[config.mk]
export PLATFORM = sky130hd
export DESIGN_NAME = fish_detect
export DESIGN_NICKNAME = d
export VERILOG_FILES = /design/src/rtl/fish_pkg.sv /design/src/rtl/fish_tick_gen.sv /design/src/rtl/fish_detect.sv
export SDC_FILE = /design/constraint.sdc
export NUM_CORES = 1
export LEC_CHECK = 0
export BUFFER_PORTS_ARGS = -buffer_cell sky130_fd_sc_hd__buf_2
export CORE_MARGIN = 4
export CORE_UTILIZATION = 50
export DETAILED_ROUTE_END_ITERATION = 6
export PLACE_DENSITY = 0.72
export SETUP_SLACK_MARGIN = 0.15
export SLEW_MARGIN = 10
export SYNTH_ARGS = -nofsm -noshare
export SYNTH_HDL_FRONTEND = slang
export SYNTH_SLANG_ARGS = --single-unit
export TNS_END_PERCENT = 1
[constraint.sdc]
create_clock -name clk -period 6.8 [get_ports clk]
set_input_delay 0 -clock clk [delete_from_list [all_inputs] [get_ports clk]]
set_output_delay 0 -clock clk [all_outputs]
set_load 0.02 [all_outputs]
[src/rtl/fish_pkg.sv]
// Shared types and constants for the fish beam detector.
package fish_pkg;

    typedef enum logic [1:0] {
        IDLE      = 2'd0,
        MEASURE   = 2'd1,
        QUALIFIED = 2'd2
    } fish_state_e;

    localparam int unsigned CAL_MIN   = 1;
    localparam int unsigned WIDTH_MAX = 15;
    localparam int unsigned WIDTH_W   = 4;
    localparam int unsigned CNT_W_DEF = 16;

endpackage

[src/rtl/fish_tick_gen.sv]
// Sample-tick generator: one-cycle pulse every TICK_DIV clocks, first one TICK_DIV cycles after reset.
module fish_tick_gen #(
    parameter int unsigned TICK_DIV = 1000
) (
    input  logic clk,
    input  logic reset,
    output logic tick
);

    localparam int unsigned DIV_W = $clog2(TICK_DIV);

    logic [DIV_W-1:0] r_cnt;
    logic             r_tick;
    logic             w_wrap;

    assign w_wrap = (r_cnt == DIV_W'(TICK_DIV - 1));

    always_ff @(posedge clk or negedge reset) begin
        if (!reset) begin
            r_cnt  <= '0;
            r_tick <= 1'b0;
        end else begin
            r_cnt  <= w_wrap ? '0 : r_cnt + DIV_W'(1);
            r_tick <= w_wrap;
        end
    end

    assign tick = r_tick;

endmodule

[src/rtl/fish_detect.sv]
// Beam-break fish detector: synchronizes the sensor, qualifies blocked widths in ticks and counts fish.
module fish_detect
    import fish_pkg::*;
#(
    parameter int unsigned CNT_W    = CNT_W_DEF,
    parameter int unsigned TICK_DIV = 1000
) (
    input  logic             clk,
    input  logic             reset,
    input  logic             sensor,
    input  logic [3:0]       fish_cal,
    input  logic             clear,
    output logic [CNT_W-1:0] fish_cnt,
    output logic             fish_evt,
    output logic             busy,
    output logic             sat
);

    logic               r_sync1;
    logic               r_sync2;
    fish_state_e        r_state;
    fish_state_e        w_state_nxt;
    logic [WIDTH_W-1:0] r_width;
    logic [WIDTH_W-1:0] w_width_nxt;
    logic [WIDTH_W-1:0] r_cal_lat;
    logic [WIDTH_W-1:0] w_cal_lat_nxt;
    logic [WIDTH_W-1:0] w_cal_sel;
    logic               w_fish;
    logic               w_tick;
    logic [CNT_W-1:0]   r_cnt;
    logic               r_evt;
    logic               r_busy;
    logic               r_sat;

    fish_tick_gen #(
        .TICK_DIV (TICK_DIV)
    ) u_tick_gen (
        .clk   (clk),
        .reset (reset),
        .tick  (w_tick)
    );

    always_ff @(posedge clk or negedge reset) begin
        if (!reset) begin
            r_sync1 <= 1'b0;
            r_sync2 <= 1'b0;
        end else begin
            r_sync1 <= sensor;
            r_sync2 <= r_sync1;
        end
    end

    // A zero calibration still demands at least one blocked tick.
    assign w_cal_sel = (fish_cal < WIDTH_W'(CAL_MIN)) ? WIDTH_W'(CAL_MIN) : fish_cal;

    always_ff @(posedge clk or negedge reset) begin
        if (!reset) begin
            r_state   <= IDLE;
            r_width   <= '0;
            r_cal_lat <= '0;
        end else begin
            r_state   <= w_state_nxt;
            r_width   <= w_width_nxt;
            r_cal_lat <= w_cal_lat_nxt;
        end
    end

    always_comb begin
        w_state_nxt   = r_state;
        w_width_nxt   = r_width;
        w_cal_lat_nxt = r_cal_lat;
        w_fish        = 1'b0;
        if (w_tick) begin
            case (r_state)
                IDLE: begin
                    if (r_sync2) begin
                        w_width_nxt   = WIDTH_W'(1);
                        w_cal_lat_nxt = w_cal_sel;
                        w_state_nxt   = (w_cal_sel <= WIDTH_W'(1)) ? QUALIFIED : MEASURE;
                    end
                end
                MEASURE: begin
                    if (r_sync2) begin
                        if (r_width != WIDTH_W'(WIDTH_MAX)) begin
                            w_width_nxt = r_width + WIDTH_W'(1);
                        end
                        if (w_width_nxt >= r_cal_lat) begin
                            w_state_nxt = QUALIFIED;
                        end
                    end else begin
                        w_state_nxt = IDLE;
                    end
                end
                QUALIFIED: begin
                    if (r_sync2) begin
                        if (r_width != WIDTH_W'(WIDTH_MAX)) begin
                            w_width_nxt = r_width + WIDTH_W'(1);
                        end
                    end else begin
                        w_state_nxt = IDLE;
                        w_fish      = 1'b1;
                    end
                end
                default: w_state_nxt = IDLE;
            endcase
        end
    end

    // Clear overrides a coincident count event, but the event pulse is still issued.
    always_ff @(posedge clk or negedge reset) begin
        if (!reset) begin
            r_cnt  <= '0;
            r_evt  <= 1'b0;
            r_busy <= 1'b0;
            r_sat  <= 1'b0;
        end else begin
            r_evt  <= w_fish;
            r_busy <= (w_state_nxt != IDLE);
            if (clear) begin
                r_cnt <= '0;
                r_sat <= 1'b0;
            end else if (w_fish) begin
                if (r_cnt == {CNT_W{1'b1}}) begin
                    r_sat <= 1'b1;
                end else begin
                    r_cnt <= r_cnt + CNT_W'(1);
                end
            end
        end
    end

    assign fish_cnt = r_cnt;
    assign fish_evt = r_evt;
    assign busy     = r_busy;
    assign sat      = r_sat;

endmodule

## After elaboration in Yosys (flattened, before gate mapping)

Index checks and enable logic that the tools add are counted.

- Register bits after elaboration: 42
- Latch bits: 0
- RAM bits: 0
- ROM bits: 0
- Input port bits: 8
- Output and inout bits: 19
- Word-level logic and storage cells: 60
- Memories: 0

- Add/sub/neg operators: 3
- Multipliers: 0
- Divide/modulo/power cells: 0
- $lt $le $gt $ge: 3
- Equality and inequality tests: 9
- Shift operators: 0
- Muxes and demuxes: 25
- Bitwise logic cells: 0
- Reduce and logical (&&, ||, !) cells: 9

Operators by type and width:

| cell | count |
|---|---|
| 16-bit 2-to-1 mux | 3 |
| 4-bit 2-to-1 mux | 7 |
| 16-bit by 1-bit adder with 16-bit output, second input constant | 1 |
| 16-bit == test, second input constant | 1 |
| 2-bit 2-to-1 mux | 6 |
| 4-bit one-hot mux with 3 select lines | 1 |
| 10-bit by 1-bit adder with 10-bit output, second input constant | 1 |
| 10-bit == test, second input constant | 1 |
| 10-bit 2-to-1 mux | 1 |
| 2-bit inequality test, second input constant | 4 |
| 1-bit 2-to-1 mux | 6 |
| 2-bit one-hot mux with 3 select lines | 1 |
| 2-bit nonzero test | 3 |
| 5-bit AND reduction | 1 |
| 4-bit by 1-bit adder with 4-bit output, second input constant | 1 |
| 4-bit greater-or-equal comparator | 1 |
| 4-bit by 1-bit <= comparator with 1-bit output, second input constant | 1 |
| 4-bit by 1-bit < comparator with 1-bit output, second input constant | 1 |
| 4-bit inequality test, second input constant | 1 |
| 2-bit AND reduction | 2 |
| 3-bit AND reduction | 1 |
| 3-bit nonzero test | 1 |
| 2-bit by 1-bit == test with 1-bit output, second input constant | 1 |
| 2-bit == test, second input constant | 1 |
| 2-bit zero test | 1 |

## Longest topological paths before layout

- Depth after elaboration: 11
- Depth in mapped cells: 9
- Gate-level depth less buffers: 9

## Hierarchy

A second synthesis with hierarchy kept.

- Cells, all modules: 235
- Area, all modules: 2399.8 µm²

By module, submodules not included:

| module | instances | cells each | area an instance (µm²) | seq. area each (µm²) |
|---|---|---|---|---|
| fish_detect | 1 | 191 | 1891.8 | 775.7 |
| fish_tick_gen | 1 | 44 | 508.0 | 275.3 |

## Least setup slack after synthesis

Ideal clock, no wire load.

- Path type: reg-to-reg
- Start: register r_width[0]
- End: register r_busy, in the netlist busy
- Library setup time: 0.134 ns
- Data arrival time: 2.043 ns
- Data required time: 6.666 ns
- Slack: 4.623 ns
- Cell stages (with the launch flop): 9
- Clock period less this slack: 2.177 ns
- Cell sequence: dfrtp_1 > ha_1 > nand3_1 > mux2_2 > ha_1 > o211ai_1 > o21ai_0 > a311oi_1 > a31oi_1

- Word-level cells in the longest chain between the ends: 11

RTL lines:

| element | RTL line | text |
|---|---|---|
| start, declared | fish_detect.sv:23 | `logic [WIDTH_W-1:0] r_width;` |
| start signal, assigned | fish_detect.sv:63 | `r_width <= w_width_nxt;` |
| 4-bit by 1-bit adder with 4-bit output or 4-bit inequality test (tied branches) | fish_detect.sv:85, fish_detect.sv:84 |  |
| 4-bit 2-to-1 mux * | fish_detect.sv:84 | `if (r_width != WIDTH_W'(WIDTH_MAX)) begin` |
| 4-bit 2-to-1 mux * | n/a |  |
| 4-bit 2-to-1 mux * | fish_detect.sv:74 | `case (r_state)` |
| 4-bit 2-to-1 mux * | fish_detect.sv:73 | `if (w_tick) begin` |
| 4-bit greater-or-equal comparator * | fish_detect.sv:87 | `if (w_width_nxt >= r_cal_lat) begin` |
| 2-bit 2-to-1 mux * | fish_detect.sv:87 |  |
| 2-bit 2-to-1 mux * | fish_detect.sv:83 | `if (r_sync2) begin` |
| 2-bit one-hot mux with 3 select lines * | fish_detect.sv:74 |  |
| 2-bit 2-to-1 mux * | fish_detect.sv:73 |  |
| 2-bit nonzero test * | fish_detect.sv:118 | `r_busy <= (w_state_nxt != IDLE);` |
| end signal, assigned | fish_detect.sv:118 |  |
| end, declared | fish_detect.sv:32 | `logic r_busy;` |

Mark *: on every way between the ends. The rest lies on a longest branch, timed or not. The select of a mux whose other input is x is not followed.
A chain may end at the register's enable or synchronous reset.

## Worst setup path after layout

Same ends and word-level chain as after synthesis.

==> metrics.md <==
| Metric | Value |
|---|---|
| Die Span Y | roughly 76 um |
| First-pass GRT wire length | 8.09 mm |
| CP max-delay cell | dfrtp_1 |
| Die X | 76.4 um |
| Max incr delay on CP | 0.43 ns |
| Crit start category | register |
| Most frequent cells in the layout | 42 x dfrtp_1, 26 x buf_2, 24 x nand2_1, 16 x nor2_1, 15 x a21oi_1 |
| Mapped Nets | approximately 250 |
| TritonCTS buffer count | 5 |
| R2r endpoint | busy |
| # setup viols final | 0 |
| DR vias | 1,825 |
| CTS clk-pin slew, worst paths | about 0.080 ns |
| End point of the critical path | busy |
| Hold Crit Class | in -> reg |
| RSZ-0062 raised after global routing | no |
| Starting density of the core | 52.6% |
| Max Fclk | ~430 MHz |
| Clock buffer depth | 2 |
| Sequential share of the synthesized area | between 40% and 50% |
| Total Nets Final | 284 |
| Area of the multi-input gates | between 0.001 and 0.0015 mm^2 |
| Synth async-reset ratio | 100% |
| Router iterations before antenna repair | 4 |
| Cts repair resizes | 0 |
| Syn Std Cell Area | roughly 0.0023 mm^2 |
| #FFs+latches synth | 42 |
| Ys Warns | 0 |
| Filler cells | a little under 400 |
| Critical Path AT | 2.49 ns |
| Critical path required time | roughly 7.0 ns |
| CTS root buffer | clkbuf_8 |
| Cell area power density | roughly 160 mW/mm^2 |
| Share of cells above drive strength 1 | ~16% |
| Post-synth EDFFs | 0 |
| TritonCTS clock tree | yes |
| Initial antenna violation count | 0 |
| Reg2Reg Depth | 8 |
| Final hold vios | 0 |
| Hpwl dp | 3.11 mm |
| # rows | 24 |
| Clock Latency Late Sink | around 0.29 ns |
| Setup_tns | 0 ns |
| Run status | finished clean |
| Main synth FF type | dfrtp_1 |
| Crit-path most repeated cell | ha_1 |
| Die area | between 0.005 and 0.006 mm^2 |
| Register area | approximately 0.0011 mm^2 |
| Final Skew | between 0.003 and 0.004 ns |
| CP Launch Point | r_width[0] |
| Max VDD drop | roughly 0.12 mV |
| Netlist cell types | 50 |
| IO Count | 27 |
| Worst path cell trace | ha_1 > nand3_1 > mux2_2 > ha_1 > o211ai_1 > o21ai_0 > a311oi_1 > a31oi_1 |
| R2r startpoint | r_width[0] |
| Post-Syn Instances | 232 |
| Commonest non-fill, non-tap cell in the layout | dfrtp_1 |
| DRC | 0 |
| Final instance area | 0.00264 mm^2 |
| Gr usage total | between 15 and 20% |
| # diodes | 0 |
| Grt ovf | 0 |
| Vias per cell | about 5.8 |
| Placed cell areas | between 0.002 and 0.0025 mm^2 |
| Iter 0 DRT Violations | 49 |
| Max-slew violation count | 0 |
| Gpl congestion | 0.762 |
| Worst slew pin tran | 0.915 ns |
| Port bufs | 26 |
| Core area | between 0.004 and 0.005 mm^2 |
| Clock sinks | between 40 and 50 |
| Avg Cell Area, Syn | between 10 and 15 um^2 |
| Min Tclk post-route | between 2 and 2.5 ns |
| Worst rel slew slack | between 30% and 40% |
| Final ANT Viol Nets | 0 |
| Number of max-cap violations | 0 |
| CP Class | reg -> reg |
| LEAKAGE | approximately 1.2 nW |
| Vias in the first global route | 1,764 |
| Post-CTS setup buffers | 0 |
| Layout Area Growth over Synthesis | 12.9% |
| Flop2flop setup slack | roughly 4.5 ns |
| CP Capture Type | register |
| CTS H-tree lvls | 2 |
| Routed wire length | approximately 4.4 mm |
| Hold Buf Count CTS | 6 |
| Worst-path fanout max | 6 |
| Final Cycle Share | between 30% and 40% |
| Largest net degree at the start of global routing | 43 |
| WL/cell | around 14 um |
[metrics by stage]
step / setup slack, ns / utilization [%] / hold WS (ns) / power, W / instances
after global routing: 4.20 / 59.3 / 0.154 / 0.000455 / 317
final: 4.47 / 59.3 / 0.156 / 0.000434 / 317
after floorplan: 4.62 / - / -0.296 / 0.000263 / 232
after CTS: 4.47 / 59.3 / 0.146 / 0.000439 / 317
after detailed placement: 4.48 / 55.9 / 0.111 / 0.000272 / 303
after global placement: 4.52 / 55.9 / 0.109 / 0.000271 / 303
[worst max-delay path, delay by kind of cell (launching register included)]
| family | cells | cell delay (ns) |
|---|---|---|
| adder cells (fa/ha/maj) | 2 | 0.53 |
| AO/OA/AOI/OAI | 4 | 0.75 |
| flip-flops | 1 | 0.43 |
| multiplexers | 1 | 0.36 |
| AND/OR/NAND/NOR | 1 | 0.13 |
[cell type report]
class                           instances  share of cell area [%]
Inverter                                8                    1.14
Clock buffer                            7                    3.27
Tap cell                               52                    2.47
Multi-Input combinational cell        175                    45.8
Timing Repair Buffer                   32                    7.21
Clock inverter                          1                   0.190
Sequential cell                        42                    39.9
[power by group]
group | total, W | switching (W) | internal [W]
clock network | 0.000165 | 0.0000831 | 0.0000820
registers | 0.000252 | 0.00000135 | 0.000251
logic | 0.0000164 | 0.0000103 | 0.00000612
total | 0.000434 | 0.0000947 | 0.000339
[flip-flops by register name, indices dropped and copies added, names as in the netlist]
name	flops
u_tick_gen.r_cnt	10
sat	1
fish_evt	1
r_cal_lat	4
fish_cnt	16
r_state	2
busy	1
r_sync2	1
u_tick_gen.tick	1
r_sync1	1
r_width	4
[cell usage after synthesis (2+ instances only)]
library cell / instances / area [um^2]
o22ai_1: 2 / 12.5
nand4_2: 2 / 25.0
o21ai_0: 8 / 40.0
ha_1: 12 / 150
nor3b_1: 2 / 15.0
and4_1: 2 / 17.5
nand4_1: 3 / 18.8
nor2b_1: 11 / 68.8
o31ai_1: 5 / 37.5
clkbuf_1: 3 / 11.3
and2_1: 3 / 18.8
and3_1: 4 / 25.0
o41ai_1: 4 / 35.0
a21oi_1: 15 / 75.1
nand3_1: 9 / 45.0
a31oi_1: 3 / 18.8
or4_1: 5 / 37.5
xor2_1: 3 / 26.3
mux2_2: 4 / 45.0
inv_1: 8 / 30.0
buf_6: 2 / 22.5
nand2_1: 24 / 90.1
o311ai_0: 3 / 26.3
dfrtp_1: 42 / 1050
nor3_1: 4 / 20.0
mux2i_1: 2 / 20.0
mux2_1: 6 / 67.6
or3_1: 2 / 12.5
nor2_1: 16 / 60.1
xnor2_1: 3 / 26.3
[metal layers]
layer  vias up  share of wire (%)  GRT usage [%]
li1        917                  -              -
met1       871                 49           22.5
met2        30                 46           26.3
met3         7                3.5           3.19
met4         0                1.7           7.07
met5         -                  0              0
[kinds of logic (layout without fill, tap and decap cells)]
| group | Yosys count | in the layout | share of synthesized area, % |
|---|---|---|---|
| AOI/OAI and AO/OA | 51 | 51 | 15.1 |
| xor gates and xnor gates | 6 | 6 | 2.25 |
| adders and majority gates | 12 | 12 | 6.43 |
| buffers and inverters | 15 | 48 | 3.27 |
| DFF | 42 | 42 | 45.0 |
| muxes | 12 | 12 | 5.68 |
| and+or+nand+nor | 94 | 94 | 22.3 |
[how the worst min path moves through the flow]
stage	startpoint	endpoint	slack [ns]	cells after the start
6_report	clear	sat	0.16	2
5_1_grt	clear	sat	0.15	2
4_1_cts	clear	sat	0.15	2
3_5_place_dp	sensor	r_sync1	0.11	1
3_3_place_gp	sensor	r_sync1	0.11	1
2_1_floorplan	reset	busy	-0.30	0
Power figures use the tool's default switching activity.
